### config.mk
export PLATFORM = sky130hd
export DESIGN_NAME = memshare_rqst_sched_flat
export DESIGN_NICKNAME = d
export VERILOG_FILES = /design/src/rtl/memshare_rqst_sched_pkg.sv /design/src/rtl/memshare_rqst_sched_if.sv /design/src/rtl/memshare_rqst_sched_lowk_select.sv /design/src/rtl/memshare_rqst_sched.sv /design/src/flat_wrapper.sv
export SDC_FILE = /design/constraint.sdc
export NUM_CORES = 1
export LEC_CHECK = 0
export ABC_CLOCK_PERIOD_IN_PS = 8700
export BUFFER_PORTS_ARGS = -buffer_cell sky130_fd_sc_hd__buf_2
export CORE_AREA = 4 4 58 60
export DETAILED_ROUTE_END_ITERATION = 8
export DIE_AREA = 0 0 62 64
export GPL_ROUTABILITY_DRIVEN = 1
export PLACE_DENSITY_LB_ADDON = 0.25
export SETUP_SLACK_MARGIN = 0.3
export SLEW_MARGIN = 20
export SYNTH_ARGS = -nofsm -noshare
export SYNTH_HDL_FRONTEND = slang
export SYNTH_SLANG_ARGS = --single-unit
### constraint.sdc
create_clock -name sys_clk -period 8.7 [get_ports sys_clk]
set_clock_uncertainty 0.2 [all_clocks]
set_input_delay 0.435 -clock sys_clk [delete_from_list [all_inputs] [get_ports sys_clk]]
set_output_delay 0.435 -clock sys_clk [all_outputs]
set_load 0.01 [all_outputs]
### src/rtl/memshare_rqst_sched_pkg.sv
// Shared definitions for the share-group-2 request scheduler: FSM encoding
// and the width derivations for port indices and the round counter.
package memshare_rqst_sched_pkg;

  typedef enum logic [1:0] {
    IDLE  = 2'd0,
    ISSUE = 2'd1,
    DONE  = 2'd2
  } state_t;

  // Ceiling log2; clog2(1) = 0.
  function automatic int clog2(input int v);
    int r;
    int x;
    r = 0;
    x = v - 1;
    while (x > 0) begin
      r = r + 1;
      x = x >> 1;
    end
    return r;
  endfunction

  // A port index needs at least one bit even when only one port exists.
  function automatic int port_sel_w(input int port_num);
    return (clog2(port_num) < 1) ? 1 : clog2(port_num);
  endfunction

  // Round counter must hold 0..bank_num.
  function automatic int round_w(input int bank_num);
    return clog2(bank_num + 1);
  endfunction

endpackage

### src/rtl/memshare_rqst_sched_if.sv
// Request/grant bundle between the access request generator, the scheduler
// and the shared column-bank / IB-LUT read mux.
interface memshare_rqst_sched_if #(
  parameter int SHARED_BANK_NUM   = 5,
  parameter int PORT_SEL_BITWIDTH = 1,
  parameter int ROUND_BITWIDTH    = 3
);

  logic                                        rqst_valid_i;
  logic [SHARED_BANK_NUM-1:0]                  rqst_flag_i;
  logic                                        grant_ready_i;
  logic                                        grant_valid_o;
  logic [SHARED_BANK_NUM-1:0]                  grant_o;
  logic [SHARED_BANK_NUM*PORT_SEL_BITWIDTH-1:0] port_sel_o;
  logic                                        busy_o;
  logic                                        done_o;
  logic [ROUND_BITWIDTH-1:0]                   round_cnt_o;

  // Requestor / downstream side.
  modport master (
    output rqst_valid_i, rqst_flag_i, grant_ready_i,
    input  grant_valid_o, grant_o, port_sel_o, busy_o, done_o, round_cnt_o
  );

  // Scheduler side.
  modport slave (
    input  rqst_valid_i, rqst_flag_i, grant_ready_i,
    output grant_valid_o, grant_o, port_sel_o, busy_o, done_o, round_cnt_o
  );

endinterface

### src/rtl/memshare_rqst_sched_lowk_select.sv
// Picks the lowest PORT_NUM set bits of a mask and tags each picked bit with
// its rank (port index) using a running prefix popcount. Purely combinational.
module memshare_rqst_sched_lowk_select #(
  parameter int SHARED_BANK_NUM   = 5,
  parameter int PORT_NUM          = 2,
  parameter int PORT_SEL_BITWIDTH = 1
) (
  input  logic [SHARED_BANK_NUM-1:0]                   mask,
  output logic [SHARED_BANK_NUM-1:0]                   sel_mask,
  output logic [SHARED_BANK_NUM*PORT_SEL_BITWIDTH-1:0] port_idx
);

  // Walk from LSB, counting set bits seen so far; a set bit is selected while
  // fewer than PORT_NUM bits precede it, and that count is its port index.
  always_comb begin
    int cnt;
    cnt      = 0;
    sel_mask = '0;
    port_idx = '0;
    for (int i = 0; i < SHARED_BANK_NUM; i++) begin
      if (mask[i]) begin
        if (cnt < PORT_NUM) begin
          sel_mask[i] = 1'b1;
          port_idx[i*PORT_SEL_BITWIDTH +: PORT_SEL_BITWIDTH] = PORT_SEL_BITWIDTH'(cnt);
        end
        cnt = cnt + 1;
      end
    end
  end

endmodule

### src/rtl/memshare_rqst_sched.sv
// Multi-cycle scheduler serialising flagged share-group-2 requestors onto
// PORT_NUM shared bank ports, lowest index first, one round per accepted
// grant. All outputs are registered; the next grant is computed from the
// next pending mask so a consumed round is followed immediately by the next.
module memshare_rqst_sched
  import memshare_rqst_sched_pkg::*;
#(
  parameter int SHARED_BANK_NUM   = 5,
  parameter int PORT_NUM          = 2,
  parameter int PORT_SEL_BITWIDTH = port_sel_w(PORT_NUM),
  parameter int ROUND_BITWIDTH    = round_w(SHARED_BANK_NUM)
) (
  input logic                  sys_clk,
  input logic                  rstn,
  memshare_rqst_sched_if.slave bus
);

  localparam int PS_W = SHARED_BANK_NUM * PORT_SEL_BITWIDTH;

  state_t                      state_q, state_nxt;
  logic [SHARED_BANK_NUM-1:0]  pending_q, pending_nxt;
  logic [ROUND_BITWIDTH-1:0]   round_q, round_nxt;
  logic                        accept;

  logic                        grant_valid_q;
  logic [SHARED_BANK_NUM-1:0]  grant_q;
  logic [PS_W-1:0]             port_sel_q;
  logic                        busy_q;
  logic                        done_q;
  logic [ROUND_BITWIDTH-1:0]   round_cnt_q;

  logic [SHARED_BANK_NUM-1:0]  sel_mask;
  logic [PS_W-1:0]             sel_idx;

  memshare_rqst_sched_lowk_select #(
    .SHARED_BANK_NUM   (SHARED_BANK_NUM),
    .PORT_NUM          (PORT_NUM),
    .PORT_SEL_BITWIDTH (PORT_SEL_BITWIDTH)
  ) u_lowk_select (
    .mask     (pending_nxt),
    .sel_mask (sel_mask),
    .port_idx (sel_idx)
  );

  // Next-state, next pending mask and next round count.
  always_comb begin
    state_nxt   = state_q;
    pending_nxt = pending_q;
    round_nxt   = round_q;
    accept      = 1'b0;
    case (state_q)
      IDLE: begin
        if (bus.rqst_valid_i) begin
          accept      = 1'b1;
          pending_nxt = bus.rqst_flag_i;
          round_nxt   = '0;
          state_nxt   = (bus.rqst_flag_i == '0) ? DONE : ISSUE;
        end
      end
      ISSUE: begin
        if (grant_valid_q && bus.grant_ready_i) begin
          pending_nxt = pending_q & ~grant_q;
          // Saturate; each round clears at least one bit so this never binds.
          round_nxt   = (round_q == ROUND_BITWIDTH'(SHARED_BANK_NUM)) ?
                        round_q : round_q + 1'b1;
          if ((pending_q & ~grant_q) == '0) begin
            state_nxt = DONE;
          end
        end
      end
      DONE: begin
        state_nxt = IDLE;
      end
      default: begin
        state_nxt = IDLE;
      end
    endcase
  end

  // State, pending mask, counter and all output registers.
  always_ff @(posedge sys_clk) begin
    if (!rstn) begin
      state_q       <= IDLE;
      pending_q     <= '0;
      round_q       <= '0;
      grant_valid_q <= 1'b0;
      grant_q       <= '0;
      port_sel_q    <= '0;
      busy_q        <= 1'b0;
      done_q        <= 1'b0;
      round_cnt_q   <= '0;
    end else begin
      state_q       <= state_nxt;
      pending_q     <= pending_nxt;
      round_q       <= round_nxt;
      grant_valid_q <= (state_nxt == ISSUE);
      grant_q       <= (state_nxt == ISSUE) ? sel_mask : '0;
      port_sel_q    <= (state_nxt == ISSUE) ? sel_idx  : '0;
      busy_q        <= (state_nxt != IDLE);
      done_q        <= (state_nxt == DONE);
      if (state_nxt == DONE) begin
        round_cnt_q <= round_nxt;
      end else if (accept) begin
        round_cnt_q <= '0;
      end
    end
  end

  assign bus.grant_valid_o = grant_valid_q;
  assign bus.grant_o       = grant_q;
  assign bus.port_sel_o    = port_sel_q;
  assign bus.busy_o        = busy_q;
  assign bus.done_o        = done_q;
  assign bus.round_cnt_o   = round_cnt_q;

endmodule
### src/flat_wrapper.sv
// flat-port wrapper written by rule: the top's interface ports become plain ports
module memshare_rqst_sched_flat import memshare_rqst_sched_pkg::*;
#(
  parameter int SHARED_BANK_NUM   = 5,
  parameter int PORT_NUM          = 2,
  parameter int PORT_SEL_BITWIDTH = port_sel_w(PORT_NUM),
  parameter int ROUND_BITWIDTH    = round_w(SHARED_BANK_NUM)
)
  (sys_clk, rstn, bus_rqst_valid_i, bus_rqst_flag_i, bus_grant_ready_i, bus_grant_valid_o, bus_grant_o, bus_port_sel_o, bus_busy_o, bus_done_o, bus_round_cnt_o);
  memshare_rqst_sched_if #(.SHARED_BANK_NUM(SHARED_BANK_NUM), .PORT_SEL_BITWIDTH(PORT_SEL_BITWIDTH), .ROUND_BITWIDTH(ROUND_BITWIDTH)) bus_i ();
  input logic sys_clk;
  input logic rstn;
  input wire logic [$bits(bus_i.rqst_valid_i)-1:0] bus_rqst_valid_i;
  input wire logic [$bits(bus_i.rqst_flag_i)-1:0] bus_rqst_flag_i;
  input wire logic [$bits(bus_i.grant_ready_i)-1:0] bus_grant_ready_i;
  output wire logic [$bits(bus_i.grant_valid_o)-1:0] bus_grant_valid_o;
  output wire logic [$bits(bus_i.grant_o)-1:0] bus_grant_o;
  output wire logic [$bits(bus_i.port_sel_o)-1:0] bus_port_sel_o;
  output wire logic [$bits(bus_i.busy_o)-1:0] bus_busy_o;
  output wire logic [$bits(bus_i.done_o)-1:0] bus_done_o;
  output wire logic [$bits(bus_i.round_cnt_o)-1:0] bus_round_cnt_o;
  assign bus_i.rqst_valid_i = bus_rqst_valid_i;
  assign bus_i.rqst_flag_i = bus_rqst_flag_i;
  assign bus_i.grant_ready_i = bus_grant_ready_i;
  assign bus_grant_valid_o = bus_i.grant_valid_o;
  assign bus_grant_o = bus_i.grant_o;
  assign bus_port_sel_o = bus_i.port_sel_o;
  assign bus_busy_o = bus_i.busy_o;
  assign bus_done_o = bus_i.done_o;
  assign bus_round_cnt_o = bus_i.round_cnt_o;
  memshare_rqst_sched #(.SHARED_BANK_NUM(SHARED_BANK_NUM), .PORT_NUM(PORT_NUM), .PORT_SEL_BITWIDTH(PORT_SEL_BITWIDTH), .ROUND_BITWIDTH(ROUND_BITWIDTH)) u_core (.sys_clk(sys_clk), .rstn(rstn), .bus(bus_i));
endmodule
==> reports/qor.yml <==
intPower_w: 0.000170
synth-edff-count: 0
routabilityCongestion: 0.917
htree_num_levels: 1
start_kind: "register"
critical_path_required_ns: 8.74
drive_gt1_share_pct: 22.2
ys_dominant_reg_cell: "sky130_fd_sc_hd__dfxtp_1"
detailedRoute.firstPassIterationCount: 5
postSynthCellCount: 130
place_worst_setup_slack_ns: 5.18
drv.max_cap_violation_count: 0
grt_pass1_vias: 1035
final_min_period_over_clock_period_pct: 39.8
placeableCoreArea_um2: 2930
distinct_cells_synth: 48
floorplan.rows: 20
die_h_um: 64
final_critical_path_setup_slack_ns: 5.24
fmax_mhz: 289
timing.hold.worst.class: "primary input to register"
fin_crit_ns: 3.46
power.leakage_nw: 0.615
path_max_fanout: 10
initial_core_util_pct: 41.9
maxSlewHeadroom_pct: 60.6
grt_usage_pct: 15.7
layout_common_cells: "sky130_fd_sc_hd__dfxtp_1 (25), sky130_fd_sc_hd__buf_2 (23), sky130_fd_sc_hd__inv_1 (12), sky130_fd_sc_hd__nor2_1 (11), sky130_fd_sc_hd__a21oi_1 (7)"
fp.dieW_um: 62
crit_path_top_delay_cell: "sky130_fd_sc_hd__fa_1"
timing.critical_path.slowest_cell_delay_ns: 0.65
pwr-share-clk_pct: 20.3
drt.antenna.violating_nets: 0
power.density_cell_area_nw_per_um2: 183
number_of_antenna_violations_at_the_first_check_in_global_routing: 0
n_fill_cell: 290
path_class: "register to register"
routed_via_density: 5.52
synth-warning-count: 0
placement.io_buffers: 23
power_switching_w: 0.0000815
synthArstFlopShare_pct: 0
finalCoreUtilization_pct: 46.9
cts.path.max_buffers: 2
run_status: "finished, final reports clean"
irDropWorstVdd_mv: 0.0851
final-max-slew-violation-count: 0
power_frac_seq_pct: 51.7
placed_cells: 182
detailedRoute.firstIterationViolations: 35
setup-tns-final_ns: 0
numClockSinks: 25
post_synth.cell_area_avg_um2: 9.43
vias: 1027
post_cts_resize_count: 0
gate_power_share_pct: 27.9
postCtsSetupBuffers: 0
largest_net_degree_at_the_start_of_global_routing: 14
rsz0062_at_grt: "no"
finish.cell_count_without_fillers: 186
numCtsBuffers: 3
mappedNetlistNets: 145
antenna_cells: 0
layout.cells.most_common: "sky130_fd_sc_hd__dfxtp_1"
global_route_wire_length_before_repair_mm: 4.71
switching_share_of_power_pct: 32.4
critPathTopFamily: "compound AO/OA/AOI/OAI gates"
layout-area-overhead-vs-synth_pct: 12.0
worst_pin_slew_ns: 0.576
cts_hold_repair.buffers: 0
clock_tree_from_tritoncts: "done"
detailed_place.area_um2: 1350
final_design_area_no_fill_um2: 1370
cts.root.buffer_cell: "sky130_fd_sc_hd__clkbuf_4"
timing.critical_path.cells: "or2b_1, o311a_1, a21oi_1, inv_1, fa_1, ha_1, a221o_1, nor4_2"
cell_area_after_synthesis_um2: 1230
worstPathBufferInverterCount: 1
synth-seq-area-share_pct: 40.8
report.final.setup_viol: 0
arrival_time_of_data_at_the_critical_path_endpoint_ns: 3.50
ys_seq_elements: 25
finalNetCount: 169
die-area_um2: 3970
boundaryPins: 25
grt_remaining_overflow: 0
route.detailed.drc: 0
worstSetupEndpointType: "register"
routed_wire_length_per_instance_um: 15.4
dp_hpwl_mm: 2.25
clk_latency_ns: 0.31
worst_setup_hold_path_clk_slew_ns: 0.13
finalHoldViolCount: 0
postRouteWirelength_mm: 2.86
-- power groups by stage --
stage          clock (W)  combinational, W  sequential (W)
6_report       0.0000511         0.0000702        0.000130
5_1_grt        0.0000566         0.0000781        0.000131
4_1_cts        0.0000520         0.0000701        0.000130
3_5_place_dp           0         0.0000697        0.000132
3_3_place_gp           0         0.0000669        0.000132
2_1_floorplan          0         0.0000505        0.000132
-- cells in the mapped netlist (2+ instances only) --
cell type                  number  area [µm²]
sky130_fd_sc_hd__ha_1           5        62.6
sky130_fd_sc_hd__nand2_1        6        22.5
sky130_fd_sc_hd__nor2_1        11        41.3
sky130_fd_sc_hd__nor4bb_1       2        20.0
sky130_fd_sc_hd__buf_6          2        22.5
sky130_fd_sc_hd__nor3_1         3        15.0
sky130_fd_sc_hd__and2_1         4        25.0
sky130_fd_sc_hd__nand3_1        4        20.0
sky130_fd_sc_hd__and3_1         3        18.8
sky130_fd_sc_hd__nor4_1         2        12.5
sky130_fd_sc_hd__a22o_1         3        26.3
sky130_fd_sc_hd__a221o_1        2        20.0
sky130_fd_sc_hd__nor3b_1        3        22.5
sky130_fd_sc_hd__inv_1         12        45.0
sky130_fd_sc_hd__nor2b_1        3        18.8
sky130_fd_sc_hd__dfxtp_1       25         500
sky130_fd_sc_hd__a21oi_1        7        35.0
sky130_fd_sc_hd__nor4b_1        2        17.5
sky130_fd_sc_hd__o21ai_0        2        10.0
-- worst paths after layout --
| kind | startpoint | to | slack [ns] | cells past startpoint |
|---|---|---|---|---|
| hold / removal | rstn | u_core.round_q[1] | 0.23 | 2 |
| hold reg to reg | u_core.bus.round_cnt_o[0] | u_core.bus.round_cnt_o[0] | 0.30 | 1 |
| setup reg to reg | u_core.state_q[0] | u_core.bus.port_sel_o[4] | 5.24 | 8 |
| setup / recovery | u_core.state_q[0] | u_core.bus.port_sel_o[4] | 5.24 | 8 |
-- layout make-up --
type	instances	area [µm²]	area share, %
inverter	12	45.0	3.28
tap	33	41.3	3.01
timing repair buffer	23	115	8.38
multi-input combinational	89	646	47.0
sequential	25	500	36.4
clock buffer	4	26.3	1.91
-- stage by stage --
stage | power (W) | hold slack (ns)
finish | 0.000251 | 0.232
detailed placement | 0.000202 | 0.269
global route | 0.000266 | 0.238
floorplan | 0.000183 | 0.310
global placement | 0.000199 | 0.260
CTS | 0.000252 | 0.237
-- flip-flops by register name, indices dropped and copies added, names as in the netlist --
register and count:
u_core.bus.grant_o 5, u_core.round_q 3, u_core.bus.grant_valid_o 1, u_core.bus.round_cnt_o 3
u_core.bus.port_sel_o 4, u_core.bus.busy_o 1, u_core.bus.done_o 1, u_core.state_q 2
u_core.pending_q 5
-- kinds of logic after synthesis --
logic type	Yosys count	synth area share, %
and+or+nand+nor	52	26.6
adders and majority gates	6	6.73
xor gates and xnor gates	2	1.43
AOI/OAI and AO/OA	26	15.8
muxes	2	1.73
DFF	25	40.8
buffers and inverters	16	6.53
other	1	0.306
-- layer usage --
layer / wire length [µm] / track usage, % / up-vias
met5: 0 / 0 / -
met4: 23 / 3.98 / 0
met1: 1270 / 20.5 / 486
met2: 1440 / 26.2 / 23
met3: 119 / 2.42 / 4
li1: - / - / 514
No activity file was read; power rests on OpenSTA's default activity.
